==> src/rtl/array4_tc_pkg.sv <==
// Shared widths, operand/product types and Baugh-Wooley constant
// for the 4x4 signed array multiplier.
package array4_tc_pkg;

    localparam int OP_W   = 4;
    localparam int PROD_W = 8;

    typedef logic signed [OP_W-1:0]   operand_t;
    typedef logic signed [PROD_W-1:0] product_t;

    // Ones injected at weights 2^4 and 2^7
    localparam logic [PROD_W-1:0] BW_CORR = 8'h90;

endpackage

==> src/rtl/array4_tc_if.sv <==
// Operand/product bundle for array4_tc.
// master drives X, Y and reads Z; slave is the multiplier side.
interface array4_tc_if;
    import array4_tc_pkg::*;

    operand_t X;
    operand_t Y;
    product_t Z;

    modport master (output X, output Y, input Z);
    modport slave  (input X, input Y, output Z);

endinterface

==> src/rtl/array4_tc_fa.sv <==
// 1-bit full-adder cell: s = a^b^cin, cout = majority.
// Used with cin tied low wherever a half adder is needed.
module array4_tc_fa (
    input  logic a,
    input  logic b,
    input  logic cin,
    output logic s,
    output logic cout
);

    assign s    = a ^ b ^ cin;
    assign cout = (a & b) | (cin & (a ^ b));

endmodule

==> src/rtl/array4_tc.sv <==
// 4x4 signed Baugh-Wooley array multiplier, registered 8-bit product.
// Ports: Clk, Reset_n (async low), bus (slave: X, Y in; Z out).
// ARRAY4_TC_INREG_EN: register X/Y before the array (latency 2).
module array4_tc
    import array4_tc_pkg::*;
(
    input  logic        Clk,
    input  logic        Reset_n,
    array4_tc_if.slave  bus
);

    operand_t xa;
    operand_t ya;

`ifdef ARRAY4_TC_INREG_EN
    always_ff @(posedge Clk or negedge Reset_n) begin
        if (!Reset_n) begin
            xa <= '0;
            ya <= '0;
        end else begin
            xa <= bus.X;
            ya <= bus.Y;
        end
    end
`else
    assign xa = bus.X;
    assign ya = bus.Y;
`endif

    // t[j][i]: term for X bit i, Y bit j; sign row/column inverted,
    // corner term kept true
    logic [3:0][3:0] t;

    for (genvar j = 0; j < 4; j++) begin : g_ppj
        for (genvar i = 0; i < 4; i++) begin : g_ppi
            if ((i == 3) && (j == 3)) begin : g_corner
                assign t[j][i] = xa[i] & ya[j];
            end else if ((i == 3) || (j == 3)) begin : g_sign
                assign t[j][i] = ~(xa[i] & ya[j]);
            end else begin : g_plain
                assign t[j][i] = xa[i] & ya[j];
            end
        end
    end

    // fs[r][i]/fc[r][i]: sum/carry of row r cell i, sum weight r+i.
    // Row 0 is the bare first partial-product row.
    logic [3:0][3:0] fs;
    logic [3:0][3:0] fc;

    assign fs[0] = t[0];
    assign fc[0] = '0;

    for (genvar r = 1; r < 4; r++) begin : g_row
        for (genvar i = 0; i < 4; i++) begin : g_cell
            logic bin;
            if (i < 3) begin : g_sum
                assign bin = fs[r-1][i+1];
            end else if (r == 1) begin : g_c4
                // free input at weight 2^4 takes the first correction one
                assign bin = BW_CORR[4];
            end else begin : g_zero
                assign bin = 1'b0;
            end
            array4_tc_fa u_fa (
                .a    (t[r][i]),
                .b    (bin),
                .cin  (fc[r-1][i]),
                .s    (fs[r][i]),
                .cout (fc[r][i])
            );
        end
    end

    // Ripple merge for bits 7:4; top cell absorbs the 2^7 one
    logic [3:0] ms;
    logic [4:0] mc;
    logic       unused_cout;

    assign mc[0]       = 1'b0;
    assign unused_cout = mc[4];

    for (genvar k = 0; k < 4; k++) begin : g_merge
        logic ain;
        if (k < 3) begin : g_sum
            assign ain = fs[3][k+1];
        end else begin : g_c7
            assign ain = BW_CORR[7];
        end
        array4_tc_fa u_fa (
            .a    (ain),
            .b    (fc[3][k]),
            .cin  (mc[k]),
            .s    (ms[k]),
            .cout (mc[k+1])
        );
    end

    product_t p;

    assign p = {ms, fs[3][0], fs[2][0], fs[1][0], fs[0][0]};

    always_ff @(posedge Clk or negedge Reset_n) begin
        if (!Reset_n) begin
            bus.Z <= '0;
        end else begin
            bus.Z <= p;
        end
    end

endmodule

==> src/flat_wrapper.sv <==
// flat-port wrapper written by rule: the top's interface ports become plain ports
module array4_tc_flat import array4_tc_pkg::*;
  (Clk, Reset_n, bus_X, bus_Y, bus_Z);
  array4_tc_if bus_i ();
  input  logic Clk;
  input  logic Reset_n;
  input wire logic [$bits(bus_i.X)-1:0] bus_X;
  input wire logic [$bits(bus_i.Y)-1:0] bus_Y;
  output wire logic [$bits(bus_i.Z)-1:0] bus_Z;
  assign bus_i.X = bus_X;
  assign bus_i.Y = bus_Y;
  assign bus_Z = bus_i.Z;
  array4_tc u_core (.Clk(Clk), .Reset_n(Reset_n), .bus(bus_i));
endmodule
==> config.mk <==
export PLATFORM = sky130hd
export DESIGN_NAME = array4_tc_flat
export DESIGN_NICKNAME = d
export VERILOG_FILES = /design/src/rtl/array4_tc_pkg.sv /design/src/rtl/array4_tc_if.sv /design/src/rtl/array4_tc_fa.sv /design/src/rtl/array4_tc.sv /design/src/flat_wrapper.sv
export SDC_FILE = /design/constraint.sdc
export NUM_CORES = 1
export LEC_CHECK = 0
export BUFFER_PORTS_ARGS = -buffer_cell sky130_fd_sc_hd__buf_4
export CORE_AREA = 2 2 39 41
export CTS_BUF_LIST = sky130_fd_sc_hd__clkbuf_4
export DETAILED_ROUTE_END_ITERATION = 12
export DIE_AREA = 0 0 41 43
export GPL_TIMING_DRIVEN = 0
export PLACE_DENSITY = 0.69
export RECOVER_POWER = 100
export SYNTH_ARGS = -nofsm -noshare
export SYNTH_HDL_FRONTEND = slang
export SYNTH_SLANG_ARGS = --single-unit
==> constraint.sdc <==
create_clock -name Clk -period 0.8 [get_ports Clk]
set_clock_uncertainty 0.05 [all_clocks]
set_input_delay 0.08 -clock Clk [delete_from_list [all_inputs] [get_ports Clk]]
set_output_delay 0.08 -clock Clk [all_outputs]
set_load 0.005 [all_outputs]
After elaboration in Yosys (flattened, before gate mapping)
Index checks and enable logic that the tools add are counted.
- bitwise logic cells: 76
- operators with widths (kind ; count):
    bitwise AND 1 bit ; 38
    XOR 1 bit ; 23
    OR 1 bit ; 8
    inverter 1 bit ; 7
- flip-flop bits (word level): 8
- input port bits: 10
- output and inout port bits: 8
- logic and storage cells: 77

Logic depth before layout (Yosys ltp)
- word-level depth: 14
- depth in mapped cells: 10
- gate-level depth less buffers: 10

By module
A second synthesis with hierarchy kept.
- cell total of the unflattened synthesis: 42
- area, all modules: 613.1 um2
- by module, submodules not included (module ; instances ; cells an instance ; area each (um2) ; sequential area each (um2)):
    array4_tc_fa ; 16 ; 1 ; 20.0 ; 0.0
    array4_tc ; 1 ; 26 ; 292.8 ; 200.2

Least setup slack after synthesis
OpenSTA, ideal clock, no wires.
- kind: input to register
- from: input port bus_X[2]
- to: register u_core.bus.Z[7]
- library setup time: 122 ps
- arrival: 2505 ps
- required time: 628 ps
- setup slack: -1877 ps
- stages on the path: 10
- path buffers: 0
- path through: and2_1 -> ha_1 -> inv_1 -> fa_1 -> inv_1 -> fa_1 -> ha_1 -> fa_1 -> fa_1 -> xnor2_1
- cells in the longest elaborated chain, start to end: 13
- elaborated cells on any way between the ends: 47
- classes of those cells: bitwise: 47
- RTL lines (item ; RTL line ; RTL):
    start, declared ; flat_wrapper.sv:7 ; input wire logic [$bits(bus_i.X)-1:0] bus_X;
    bitwise AND 1 bit ; array4_tc.sv:41 ; assign t[j][i] = xa[i] & ya[j];
    XOR 1 bit (on tied branches) ; - ;
    XOR 1 bit (on tied branches) ; array4_tc_fa.sv:12, array4_tc_fa.sv:11 ;
    bitwise AND 1 bit or XOR 1 bit (tied branches) ; array4_tc_fa.sv:12, array4_tc_fa.sv:11 ;
    OR 1 bit or XOR 1 bit (tied branches) ; array4_tc_fa.sv:12 ; assign cout = (a & b) | (cin & (a ^ b));
    bitwise AND 1 bit ; array4_tc_fa.sv:12 ;
    OR 1 bit ; array4_tc_fa.sv:12 ;
    bitwise AND 1 bit or XOR 1 bit (tied branches) ; array4_tc_fa.sv:12 ;
    bitwise AND 1 bit ; array4_tc_fa.sv:12 ;
    OR 1 bit ; array4_tc_fa.sv:12 ;
    bitwise AND 1 bit ; array4_tc_fa.sv:12 ;
    OR 1 bit (*) ; array4_tc_fa.sv:12 ;
    XOR 1 bit (*) ; array4_tc_fa.sv:11 ; assign s = a ^ b ^ cin;
    named net u_core.g_merge[3].u_fa.s ; array4_tc_fa.sv:7 ; output logic s,
    end signal, assigned ; array4_tc.sv:107 ; bus.Z <= p;
    end, declared ; array4_tc_if.sv:11 ; modport slave (input X, input Y, output Z);
The timed path passes the listed nets; every way through them passes the cells marked *.

Worst setup path in the final report
- from: input port bus_X[2]
- to: register u_core.bus.Z[6]
- cells in the longest elaborated chain, start to end: 11
- elaborated cells on any way between the ends: 44
- classes of those cells: bitwise: 44
- RTL lines (item ; RTL line):
    bitwise AND 1 bit ; array4_tc.sv:41
    XOR 1 bit (on tied branches) ; -
    XOR 1 bit (on tied branches) ; array4_tc_fa.sv:12, array4_tc_fa.sv:11
    bitwise AND 1 bit or XOR 1 bit (tied branches) ; array4_tc_fa.sv:12, array4_tc_fa.sv:11
    OR 1 bit or XOR 1 bit (tied branches) ; array4_tc_fa.sv:12
    bitwise AND 1 bit ; array4_tc_fa.sv:12
    OR 1 bit ; array4_tc_fa.sv:12
    bitwise AND 1 bit or XOR 1 bit (tied branches) ; array4_tc_fa.sv:12
    bitwise AND 1 bit ; array4_tc_fa.sv:12
    OR 1 bit ; array4_tc_fa.sv:12
    XOR 1 bit (*) ; array4_tc_fa.sv:11
    named net u_core.g_merge[2].u_fa.s ; array4_tc_fa.sv:7
Marked as above.

==> results.txt <==
Status = finished, violations left
Failing checks = setup timing
IO buf count = 17
Post-route cell area = 887 µm²
CP Capture Type = flop
Largest register FFs = 8
Cell Area, Placed = 768 µm²
CTS Buf Count = 3
Startpoint type of the worst setup path = input port
Slew Limit Fails = 0
Initial Util = 41.6%
Sequential area share after synthesis = 34.8%
Final std cells w/o fill = 92
Pwr dens = 1760 nW/µm²
Syn Inst Count = 52
Layout Nets = 102
CTS root buf = clkbuf_4
RePlAce Congestion = 0.716
Final period utilization = 304%
Synth top area share = 34.8%
Final setup margin = -1630 ps
Worst Hold Class = input port to flop
Routed Antenna Nets = 0
H-Tree Depth = 1
Hold Vio Cnt, Final = 0
VDD IR max = 0.000889 V
Lkg Pwr = 0.421 nW
Most flops, register = u_core.bus.Z
Setup TNS = -6820 ps
Drt initial violations = 3
Met1 Track Usage GR = 17.2%
Synth Register Bits = 8
Crit path max fanout = 3
Worst slew margin = 74.4%
DIE WIDTH = 41 µm
Cell variety after synth = 7
Deepest clock path buffer count = 2
Residual DRC = 0
Worst EP arrival = 2560 ps
Vias in the first global route = 437
Wire per inst = 10.3 µm
Antenna violations before repair = 0
Mapped Area = 576 µm²
Chip height = 43 µm
Avg Vias per Cell = 4.40
DP Worst Slack = -1960 ps
Global Route Usage Sum = 14.6%
Layout cells sized above 1 = 51.3%
CP required = 930 ps
Worst slew pin tran = 383 ps
Core area = 1380 µm²
Net count after synthesis = 76
Area delta synth->final = 54.1%
Synth Warn # = 0
Dominant cells by area after synthesis = dfrtp_1, fa_1, ha_1, and2_1, inv_1
Placed insts = 85
First-pass GRT wire length = 1710 µm
Largest net degree at the start of global routing = 9
Max-Cap Viols = 0
M3 GR Usage = 1.57%
Min Tclk post-route = 2430 ps
Gr busiest metal = met2
Highest Clock Rate = 412 MHz
WHS = 18.4 ps
Total clock sinks = 8
Endpoints failing setup = 14
RSZ-0062 raised after global routing = true
Clk slew on worst S/H paths = 50 ps
Critical path class = input port to flop
Drt pass-1 iters = 3
Final WL = 952 µm
Rows = 14
CTS tree = yes
Die Area = 1760 µm²
Global route overflow = 0
Routed vias = 405
Boundary Pins = 18
Met2 Usage GRT = 25.0%
Detail Placement HPWL = 828 µm
Synth area leader = dfrtp_1
Number of diodes = 0
Average size of a mapped cell = 11.1 µm²
Top flop regs = u_core.bus.Z (8)
power breakdown:
group | switching (mW) | internal [mW] | leakage (nW)
Combinational | 0.257 | 0.434 | 0.313
Clock | 0.119 | 0.170 | 0.0138
Sequential | 0.0537 | 0.528 | 0.0949
Total | 0.429 | 1.13 | 0.421
worst max-delay path, cell delays in order:
cell	delay [ps]
buf_8	100
and2_4	150
ha_4	260
inv_2	30
fa_2	520
inv_2	40
fa_2	350
ha_4	170
fa_2	340
fa_2	530
timing repair:
item	CTS	global route
pin swaps	6	1
gates resized for setup	15	4
endpoints found under the setup margin	14	14
hold buffers	1	0
buffers inserted	2	1
endpoints found under the hold margin	8	0
cell families after synthesis:
logic type | share of synthesized area (%)
xor gates and xnor gates | 1.52
adders and majority gates | 40.9
buffers and inverters | 8.48
DFF | 34.8
and+or+nand+nor | 14.3
metal layers:
layer | part of all wire (%) | routed length (µm)
met1 | 39 | 370
met2 | 53 | 500
met3 | 6.5 | 62
met4 | 2.0 | 19
met5 | 0 | 0
through the flow:
stage               power [mW]  utilization, %
floorplan                0.837               -
global placement          1.11            55.5
detailed placement        1.15            55.5
CTS                       1.56            62.9
global route              1.71            64.1
finish                    1.56            64.1
cell type report:
| type | instances | area (µm²) |
|---|---|---|
| fill | 122 | 497 |
| multi-input combinational | 31 | 387 |
| timing repair buffer | 21 | 209 |
| sequential | 8 | 200 |
| inverter | 13 | 48.8 |
| clock buffer | 3 | 22.5 |
| tap | 16 | 20.0 |
cells in the mapped netlist:
master,n
inv_1,13
xnor2_1,1
fa_1,8
and2_1,9
ha_1,6
dfrtp_1,8
nand2_1,7
placed cells by master (no fill, tap or decap):
cell and instances:
xnor2_1 1, clkbuf_4 4, inv_2 5, inv_1 8
buf_4 6, and2_1 5, ha_2 1, nand2_1 6
ha_1 2, dlygate4sd3_1 1, and2_0 1, and2_4 3
buf_6 10, nand2_2 1, ha_4 3, dfrtp_1 8
buf_8 2, clkbuf_1 1, fa_1 4, fa_2 4
final timing paths:
check	start	end	cells past startpoint
min	bus_X[0]	u_core.bus.Z[0]	2
max in group asynchronous	Reset_n	u_core.bus.Z[7]	2
min in group asynchronous	Reset_n	u_core.bus.Z[1]	2
max	bus_X[2]	u_core.bus.Z[6]	10
(Power assumes the default switching activity.)
